### config.mk
export PLATFORM = sky130hd
export DESIGN_NAME = svcs_hs_frame_packer
export DESIGN_NICKNAME = d
export VERILOG_FILES = /design/src/rtl/svcs_hs_frame_packer.sv
export SDC_FILE = /design/constraint.sdc
export NUM_CORES = 2
export LEC_CHECK = 0
export CORE_MARGIN = 4
export CORE_UTILIZATION = 45
export CTS_BUF_LIST = sky130_fd_sc_hd__clkbuf_4
export CTS_CLUSTER_SIZE = 14
export DETAILED_ROUTE_END_ITERATION = 10
export MAX_ROUTING_LAYER = met4
export SLEW_MARGIN = 40
export SYNTH_ARGS = -nofsm -noshare
export SYNTH_HDL_FRONTEND = slang
export SYNTH_SLANG_ARGS = --single-unit
### constraint.sdc
create_clock -name clk -period 8.3 [get_ports clk]
set_clock_uncertainty 0.2 [all_clocks]
set_input_delay 0.83 -clock clk [delete_from_list [all_inputs] [get_ports clk]]
set_output_delay 0.83 -clock clk [all_outputs]
set_load 0.02 [all_outputs]
### src/rtl/svcs_hs_frame_packer.sv
// Buffers one transaction's payload, then emits a 7-word header plus the payload as a framed stream.
// Optional trailer word (XOR of payload) enabled by defining SVCS_FRAME_CHECKSUM_EN.
module svcs_hs_frame_packer #(
    parameter int DATA_W = 32,
    parameter int DEPTH  = 64
) (
    input  logic              clk,
    input  logic              rst,
    input  logic [63:0]       cfg_trnx_type,
    input  logic [63:0]       cfg_trnx_id,
    input  logic [63:0]       cfg_data_type,
    input  logic              in_valid,
    output logic              in_ready,
    input  logic [DATA_W-1:0] in_data,
    input  logic              in_last,
    output logic              out_valid,
    input  logic              out_ready,
    output logic [31:0]       out_data,
    output logic              out_sof,
    output logic              out_eof,
    output logic              busy,
    output logic              ovf_err,
    output logic [15:0]       frame_cnt
);
    localparam int AW = $clog2(DEPTH);
    localparam int CW = AW + 1;
    localparam int PW = $clog2(DEPTH + 9);

    typedef enum logic [1:0] {FILL, HDR, PAY} state_t;

    state_t            state, state_d;
    logic [DATA_W-1:0] mem [DEPTH];
    logic [CW-1:0]     cnt, n;
    logic [PW-1:0]     pos, nxt_pos, pay_idx, last_pos;
    logic [31:0]       ty_lo;
    logic [63:0]       id, dt;
    logic [DATA_W-1:0] nxt_word;
    logic              accept, close, hs, nxt_eof;

    assign accept = in_valid && in_ready;
    assign close  = accept && (in_last || cnt == CW'(DEPTH - 1));
    assign hs     = out_valid && out_ready;
    assign busy   = (state != FILL);

`ifdef SVCS_FRAME_CHECKSUM_EN
    logic [DATA_W-1:0] csum;

    always_ff @(posedge clk or posedge rst) begin
        if (rst)
            csum <= '0;
        else if (accept)
            csum <= (cnt == '0) ? in_data : (csum ^ in_data);
    end

    assign last_pos = PW'(n) + PW'(7);
`else
    assign last_pos = PW'(n) + PW'(6);
`endif

    always_ff @(posedge clk) begin
        if (accept)
            mem[cnt[AW-1:0]] <= in_data;
    end

    // Word that follows the one currently presented; loaded on its handshake.
    always_comb begin
        state_d  = state;
        nxt_pos  = pos + PW'(1);
        pay_idx  = nxt_pos - PW'(7);
        nxt_eof  = (nxt_pos == last_pos);
        nxt_word = '0;
        case (nxt_pos)
            PW'(1): nxt_word = ty_lo;
            PW'(2): nxt_word = id[63:32];
            PW'(3): nxt_word = id[31:0];
            PW'(4): nxt_word = dt[63:32];
            PW'(5): nxt_word = dt[31:0];
            PW'(6): nxt_word = DATA_W'(n);
            default: begin
                if (pay_idx < PW'(n))
                    nxt_word = mem[pay_idx[AW-1:0]];
`ifdef SVCS_FRAME_CHECKSUM_EN
                else
                    nxt_word = csum;
`endif
            end
        endcase
        case (state)
            FILL:    if (close) state_d = HDR;
            HDR:     if (hs && pos == PW'(6)) state_d = PAY;
            PAY:     if (hs && out_eof) state_d = FILL;
            default: state_d = FILL;
        endcase
    end

    always_ff @(posedge clk or posedge rst) begin
        if (rst) begin
            state     <= FILL;
            in_ready  <= 1'b0;
            cnt       <= '0;
            n         <= '0;
            pos       <= '0;
            ty_lo     <= '0;
            id        <= '0;
            dt        <= '0;
            out_valid <= 1'b0;
            out_data  <= '0;
            out_sof   <= 1'b0;
            out_eof   <= 1'b0;
            ovf_err   <= 1'b0;
            frame_cnt <= '0;
        end else begin
            state    <= state_d;
            in_ready <= (state_d == FILL);
            if (accept)
                cnt <= cnt + CW'(1);
            if (close) begin
                ty_lo     <= cfg_trnx_type[31:0];
                id        <= cfg_trnx_id;
                dt        <= cfg_data_type;
                n         <= cnt + CW'(1);
                // Closing without in_last can only be the DEPTH-th word.
                if (!in_last)
                    ovf_err <= 1'b1;
                pos       <= '0;
                out_valid <= 1'b1;
                out_data  <= cfg_trnx_type[63:32];
                out_sof   <= 1'b1;
                out_eof   <= 1'b0;
            end else if (hs) begin
                if (out_eof) begin
                    out_valid <= 1'b0;
                    out_data  <= '0;
                    out_sof   <= 1'b0;
                    out_eof   <= 1'b0;
                    cnt       <= '0;
                    frame_cnt <= frame_cnt + 16'd1;
                end else begin
                    pos      <= nxt_pos;
                    out_data <= nxt_word;
                    out_sof  <= 1'b0;
                    out_eof  <= nxt_eof;
                end
            end
        end
    end
endmodule

* After elaboration in Yosys (flattened, before gate mapping)
Memory sizes are Yosys's and may differ from the RTL's.
Cells that the tools add are included.
Widths: inputs -> output; s select.
** Word-level totals
- Register bits after elaboration :: 236
- RAM bits :: 2048
- Input port bits :: 229
- Output and inout bits :: 54
- Logic and storage cells :: 76
- Memories kept :: 1
** Memories
- mem :: words 64, bits a word 32, rd ports 1, clocked after memory_dff 0, wr ports 1, RTL line 32 : logic [DATA_W-1:0] mem [DEPTH];
** Operators by class
- Add/sub/neg operators :: 5
- Order comparisons :: 1
- Equal/unequal tests :: 12
- Mux-type cells :: 26
- Bitwise gates (word level) :: 2
- Reductions and logical operators :: 15
** Operators with widths (count)
- $pmux 32 s6 :: 1
- $mux 32 :: 4
- $mux 7 :: 7
- $eq 7x3->1 const B :: 4
- $add 16x1->16 const B :: 1
- $add 7x1->7 const B :: 2
- $eq 7x2->1 const B :: 2
- $mux 1 :: 10
- $add 7x3->7 const B :: 1
- $eq 7x1->1 const B :: 1
- $eq 7x6->1 const B :: 1
- $eq 7x7->1 :: 1
- $lt 7x7->1 :: 1
- $sub 7x3->7 const B :: 1
- $mux 2 :: 3
- $pmux 2 s3 :: 1
- $reduce_and 2->1 :: 3
- $reduce_bool 2->1 :: 3
- $logic_and 1x1->1 :: 5
- $logic_not 2->1 :: 2
- $reduce_and 3->1 :: 1
- $eq 2x1->1 const B :: 1
- $eq 2x2->1 const B :: 1
- $ne 2x1->1 const B :: 1
- other kinds (2) :: 3

* Depth between registers and ports, before layout
- Word-level depth :: 8
- Depth in mapped cells :: 20
- Gate-level depth less buffers :: 14

* Worst setup path after synthesis
No wires, ideal clock.
- Path type :: register -> register
- Start :: reg pos[0]
- End :: reg out_data[21]
- Setup time :: 0.087 ns
- Arrival time :: 3.810 ns
- Required time :: 8.013 ns
- Path slack :: 4.203 ns
- Cell stages (with the launch flop) :: 18
- Path buffers :: 4
- Clock period less this slack :: 4.097 ns
- Path through :: dfrtp_1 > buf_2 > inv_2 > ha_1 > or4_1 > and4_1 > or2_4 > inv_2 > buf_4 > buf_2 > ha_1 > o211ai_1 > a21oi_1 > a211oi_2 > nand3_1 > clkbuf_1 > a311o_1 > o211ai_1
** Between the ends
- Cells in the longest elaborated chain, start to end :: 8
- Elaborated cells on any way between the ends :: 15
- Those cells by class :: add/sub: 2; order compare: 1; eq/ne: 6; mux: 5; memory: 1
** Ends and longest elaborated chain
- start, declared :: RTL line 34 : logic [PW-1:0] pos, nxt_pos, pay_idx, last_pos;
- start signal, assigned :: RTL line 139 : pos <= nxt_pos;
- $add 7x1->7 * :: RTL line 68 : nxt_pos = pos + PW'(1);
- $sub 7x3->7 :: RTL line 69 : pay_idx = nxt_pos - PW'(7);
- $mem_v2 64x32 / $lt 7x7->1 (equally long branches)
- $mux 32 :: RTL line 80 : if (pay_idx < PW'(n))
- $pmux 32 s6 * :: RTL line 72 : case (nxt_pos)
- $mux 32 * :: RTL line 131 : if (out_eof) begin
- $mux 32 * :: RTL line 130 : end else if (hs) begin
- $mux 32 * :: RTL line 117 : if (close) begin
- end signal, assigned :: RTL line 127 : out_data <= cfg_trnx_type[63:32];
- end signal, assigned :: RTL line 140 : out_data <= nxt_word;
- end, declared :: RTL line 18 : output logic [31:0] out_data,
Mark *: on every way between the ends. The rest lies on a longest branch, timed or not. The select of a mux whose other input is x is not followed.
A chain may end at the register's enable or synchronous reset.

* Final worst setup path
- Start :: reg pos[0]
- End :: reg out_data[28]
The elaborated chain is that of the path after synthesis.

==> results.sh <==
export IMPL_leakagePower_nw=37.40
export IMPL_p_total_w=0.04004
export IMPL_seqPwrFrac_pct=34.2
export IMPL_use_met3_pct=6.493
export IMPL_path_max_fanout=90
export IMPL_reg2regPathDepth=12
export IMPL_hp_class="in -> reg"
export IMPL_grt_busiest_layer="met2"
export IMPL_synth_main_ff_cell="edfxtp_1"
export IMPL_slowest_stage="a221oi_1"
export IMPL_relSlewSlack_pct=33.94
export IMPL_maxCapViolCount=0
export IMPL_combPwrFrac_pct=42.1
export IMPL_dieArea_um2=207500
export IMPL_hold_buffers=196
export IMPL_synth_warnings=0
export IMPL_drt_iter0_drc=7783
export IMPL_rows=163
export IMPL_required_ns=9.25
export IMPL_cts_resized_gates=0
export IMPL_cts_buffers=601
export IMPL_port_buffers=282
export IMPL_gp_congestion=0.8834
export IMPL_max_vdd_ir_drop_uv=399.8
export IMPL_r2r_end="out_data[28]$_DFFE_PP0P_"
export IMPL_period_needed_ns=5.903
export IMPL_start_util_pct=45.46
export IMPL_r2r_setup_slack_ns=2.40
export IMPL_cp_start_kind="register"
export IMPL_power_switching_w=0.01686
export IMPL_vias=59220
export IMPL_end_kind="register"
export IMPL_clk_pin_slew_ns=0.06
export IMPL_max_freq_ghz=0.1694
export IMPL_synth_avg_cell_area_um2=14.79
export IMPL_path_buf_inv=4
export IMPL_dpl_hpwl_um=158500
export IMPL_die_x_um=455.5
export IMPL_htreeDepth=6
export IMPL_clk_latency_ns=1.37
export IMPL_crit_chain="inv_2 > ha_1 > buf_4 > xnor3_4 > inv_6 > nor2_4 > buf_12 > nand3_1 > a31oi_1 > a31oi_1 > a221oi_1 > o211ai_1"
export IMPL_ys_ff_latch=2284
export IMPL_grtUsageMet1_pct=38.44
export IMPL_rsz0062_at_grt="no"
export IMPL_slew_violations=0
export IMPL_p_int_w=0.02319
export IMPL_routed_wl_um=288200
export IMPL_first_global_vias=57910
export IMPL_cts_sinks=2284
export IMPL_design_area_um2=106000
export IMPL_critPathTopFamily="buffers and inverters"
export IMPL_root_buffer="clkbuf_4"
export IMPL_r2r_start="pos[0]$_DFFE_PP0P_"
export IMPL_synth_cell_types=60
export IMPL_cts_tree="yes"
export IMPL_core_region_area_um2=198200
export IMPL_hold_violations=0
export IMPL_ys_seq_area_share_pct=74.80
export IMPL_grt_pass1_wl_um=413100
export IMPL_crit_type="reg -> reg"
export IMPL_setup_tns_ns=0
export IMPL_num_fill_cells=16280
export IMPL_setup_viol_count_final=0
export IMPL_fin_util_pct=53.46
export IMPL_vias_per_cell=5.928
export IMPL_syn_nets=6340
export IMPL_power_share_clock_pct=23.7
export IMPL_grt_overflow=0
export IMPL_final_nets=7201
export IMPL_drive_gt1_share_pct=18.66
export IMPL_grtUsageMet2_pct=40.85
export IMPL_antenna_found_initial=12
export IMPL_clockBufferDepth=4
export IMPL_power_density_nw_per_um2=377.8
export IMPL_synth_edff_count=2048
export IMPL_worst_path_most_repeated_cell="a31oi_1"
export IMPL_area_growth_pct=17.60
export IMPL_postCtsSetupBuffers=0
export IMPL_outcome="complete, no violations"
export IMPL_worstMarginPinSlew_ns=0.9806
export IMPL_arrival_ns=6.85
export IMPL_syn_instance_count=6095
export IMPL_fp_dieH_um=455.5
export IMPL_max_stage_delay_ns=0.82
export IMPL_hold_start="cfg_trnx_type[59]"
export IMPL_holdPathEnd="out_data[27]$_DFFE_PP0P_"
export IMPL_syn_cell_area_um2=90120
export IMPL_grt_max_degree=166
export IMPL_fin_crit_sh_pct=71.12
export IMPL_synthArstFlopShare_pct=10.33
export IMPL_grt_usage_pct=28.04
export IMPL_wl_per_cell_um=28.85
export IMPL_dr_pass1_iters=8
export IMPL_min_path_cells=5
export IMPL_io_pins=283
export IMPL_postRouteAntennaNets=0
export IMPL_route_detailed_drc=0
export IMPL_swShare_pct=42.10
export IMPL_placed_area_um2=96730
[logic make-up (layout without fill, tap and decap cells)]
kind of cell	Yosys count	count (layout)	share of synthesized area [%]
XOR/XNOR	48	48	0.4984
adder cells (fa/ha/maj)	16	16	0.2221
multiplexers	414	414	6.387
flip-flops	2284	2284	74.80
other	0	15	0
AND/OR/NAND/NOR	2264	2264	10.39
buffers and inverters	420	1660	1.947
AO/OA/AOI/OAI	649	649	5.763
[final cells by class]
cell class	instances	area [um2]	area share, %
diodes	15	37.54	0.03542
clock buffers	867	6509	6.141
clock inverters	115	655.6	0.6186
inverters	18	95.09	0.08972
multi-input cells	3391	21570	20.36
flip-flops and latches	2284	67410	63.60
well taps	2640	3303	3.117
repair buffers	660	6401	6.040
[state kept, by name, summed over array words and instances, names as in the netlist]
name	count
cnt	7
dt	64
frame_cnt	16
id	64
in_ready	1
mem	2048
n	7
out_data	32
out_eof	1
out_sof	1
out_valid	1
ovf_err	1
pos	7
state	2
ty_lo	32
[per-stage QoR]
step	setup slack [ns]	hold slack, ns	std cells
floorplan	0.7953	0.2417	6095
global placement	2.443	0.2545	8781
detailed placement	2.484	0.2626	8793
CTS	2.442	0.0003214	9971
global route	2.271	0.08981	9984
finish	2.397	0.1696	9990
[cell usage after synthesis (all sizes together), types with 2 or more instances]
cell / count / share of area [%]
and4: 3 / 0.029
o21bai: 2 / 0.017
nor4: 2 / 0.014
nand4: 98 / 0.68
o21ai: 52 / 0.29
nand3: 340 / 1.9
nor2: 106 / 0.47
and2: 3 / 0.021
a21oi: 46 / 0.26
or4: 2 / 0.017
o211ai: 27 / 0.22
xor2: 21 / 0.22
a221oi: 96 / 1.1
inv: 18 / 0.075
nand3b: 3 / 0.025
clkbuf: 256 / 1.1
buf: 146 / 0.80
mux4: 128 / 3.2
and3: 21 / 0.15
dfrtp: 236 / 6.6
edfxtp: 2048 / 68
nand2: 1663 / 6.9
a222oi: 25 / 0.28
o2111ai: 15 / 0.15
or2: 7 / 0.051
a32o: 25 / 0.28
mux2i: 278 / 3.1
nor3: 6 / 0.033
a31oi: 116 / 0.81
a32oi: 206 / 2.0
xnor2: 26 / 0.25
or3: 5 / 0.035
a211oi: 2 / 0.022
nor2b: 3 / 0.021
a211o: 23 / 0.22
a311o: 11 / 0.12
mux2: 8 / 0.10
ha: 16 / 0.22
[worst max path at each step]
stage,to,startpoint,slack (ns),depth (start not counted)
finish,out_data[28]$_DFFE_PP0P_,pos[0]$_DFFE_PP0P_,2.40,12
global route,out_data[28]$_DFFE_PP0P_,pos[0]$_DFFE_PP0P_,2.27,12
CTS,out_data[28]$_DFFE_PP0P_,pos[0]$_DFFE_PP0P_,2.44,12
detailed placement,out_data[28]$_DFFE_PP0P_,pos[0]$_DFFE_PP0P_,2.48,12
global placement,out_data[30]$_DFFE_PP0P_,pos[0]$_DFFE_PP0P_,2.44,12
floorplan,cnt[0]$_DFF_PP0_,rst,0.80,1
[layout by cell type (no fill, tap or decap), types with 11 or more instances in the layout]
master,count
a211o_1,23
a21oi_1,46
a221oi_1,76
a221oi_2,20
a222oi_1,25
a311o_1,11
a31oi_1,116
a32o_1,25
a32oi_1,206
and3_1,21
buf_12,23
buf_2,37
buf_4,134
buf_6,14
clkbuf_4,867
clkdlybuf4s50_1,250
clkinv_1,88
dfrtp_1,235
diode_2,15
dlygate4sd3_1,196
edfxtp_1,2048
ha_1,15
inv_1,12
inv_2,12
mux2i_1,278
mux4_2,128
nand2_1,1659
nand3_1,334
nand4_1,98
nor2_1,35
nor2_4,70
o2111ai_1,15
o211ai_1,27
o21ai_0,36
o21ai_1,14
xnor2_1,25
xor2_1,18
[worst reg2reg max path, stage by stage, from the launching register on]
cell      delay, ns
dfrtp_4        0.65
inv_2          0.33
ha_1           0.21
buf_4          0.45
xnor3_4        0.70
inv_6          0.40
nor2_4         0.76
buf_12         0.35
nand3_1        0.36
a31oi_1        0.21
a31oi_1        0.06
a221oi_1       0.82
o211ai_1       0.19
[layer usage]
metal  wire [um]  vias up
met5           0        -
met4       11420        0
met3       30900      521
met2      129600     3550
met1      116300    29900
li1            -    25250
[power by group through the flow]
stage | sequential [W] | combinational, W | clock, W
6_report | 0.0137 | 0.0169 | 0.00947
2_1_floorplan | 0.0136 | 0.00975 | 0
3_3_place_gp | 0.0139 | 0.0164 | 0
5_1_grt | 0.0137 | 0.0177 | 0.0103
3_5_place_dp | 0.0139 | 0.0166 | 0
4_1_cts | 0.0137 | 0.0167 | 0.00966
No activity file was read; power rests on OpenSTA's default activity.
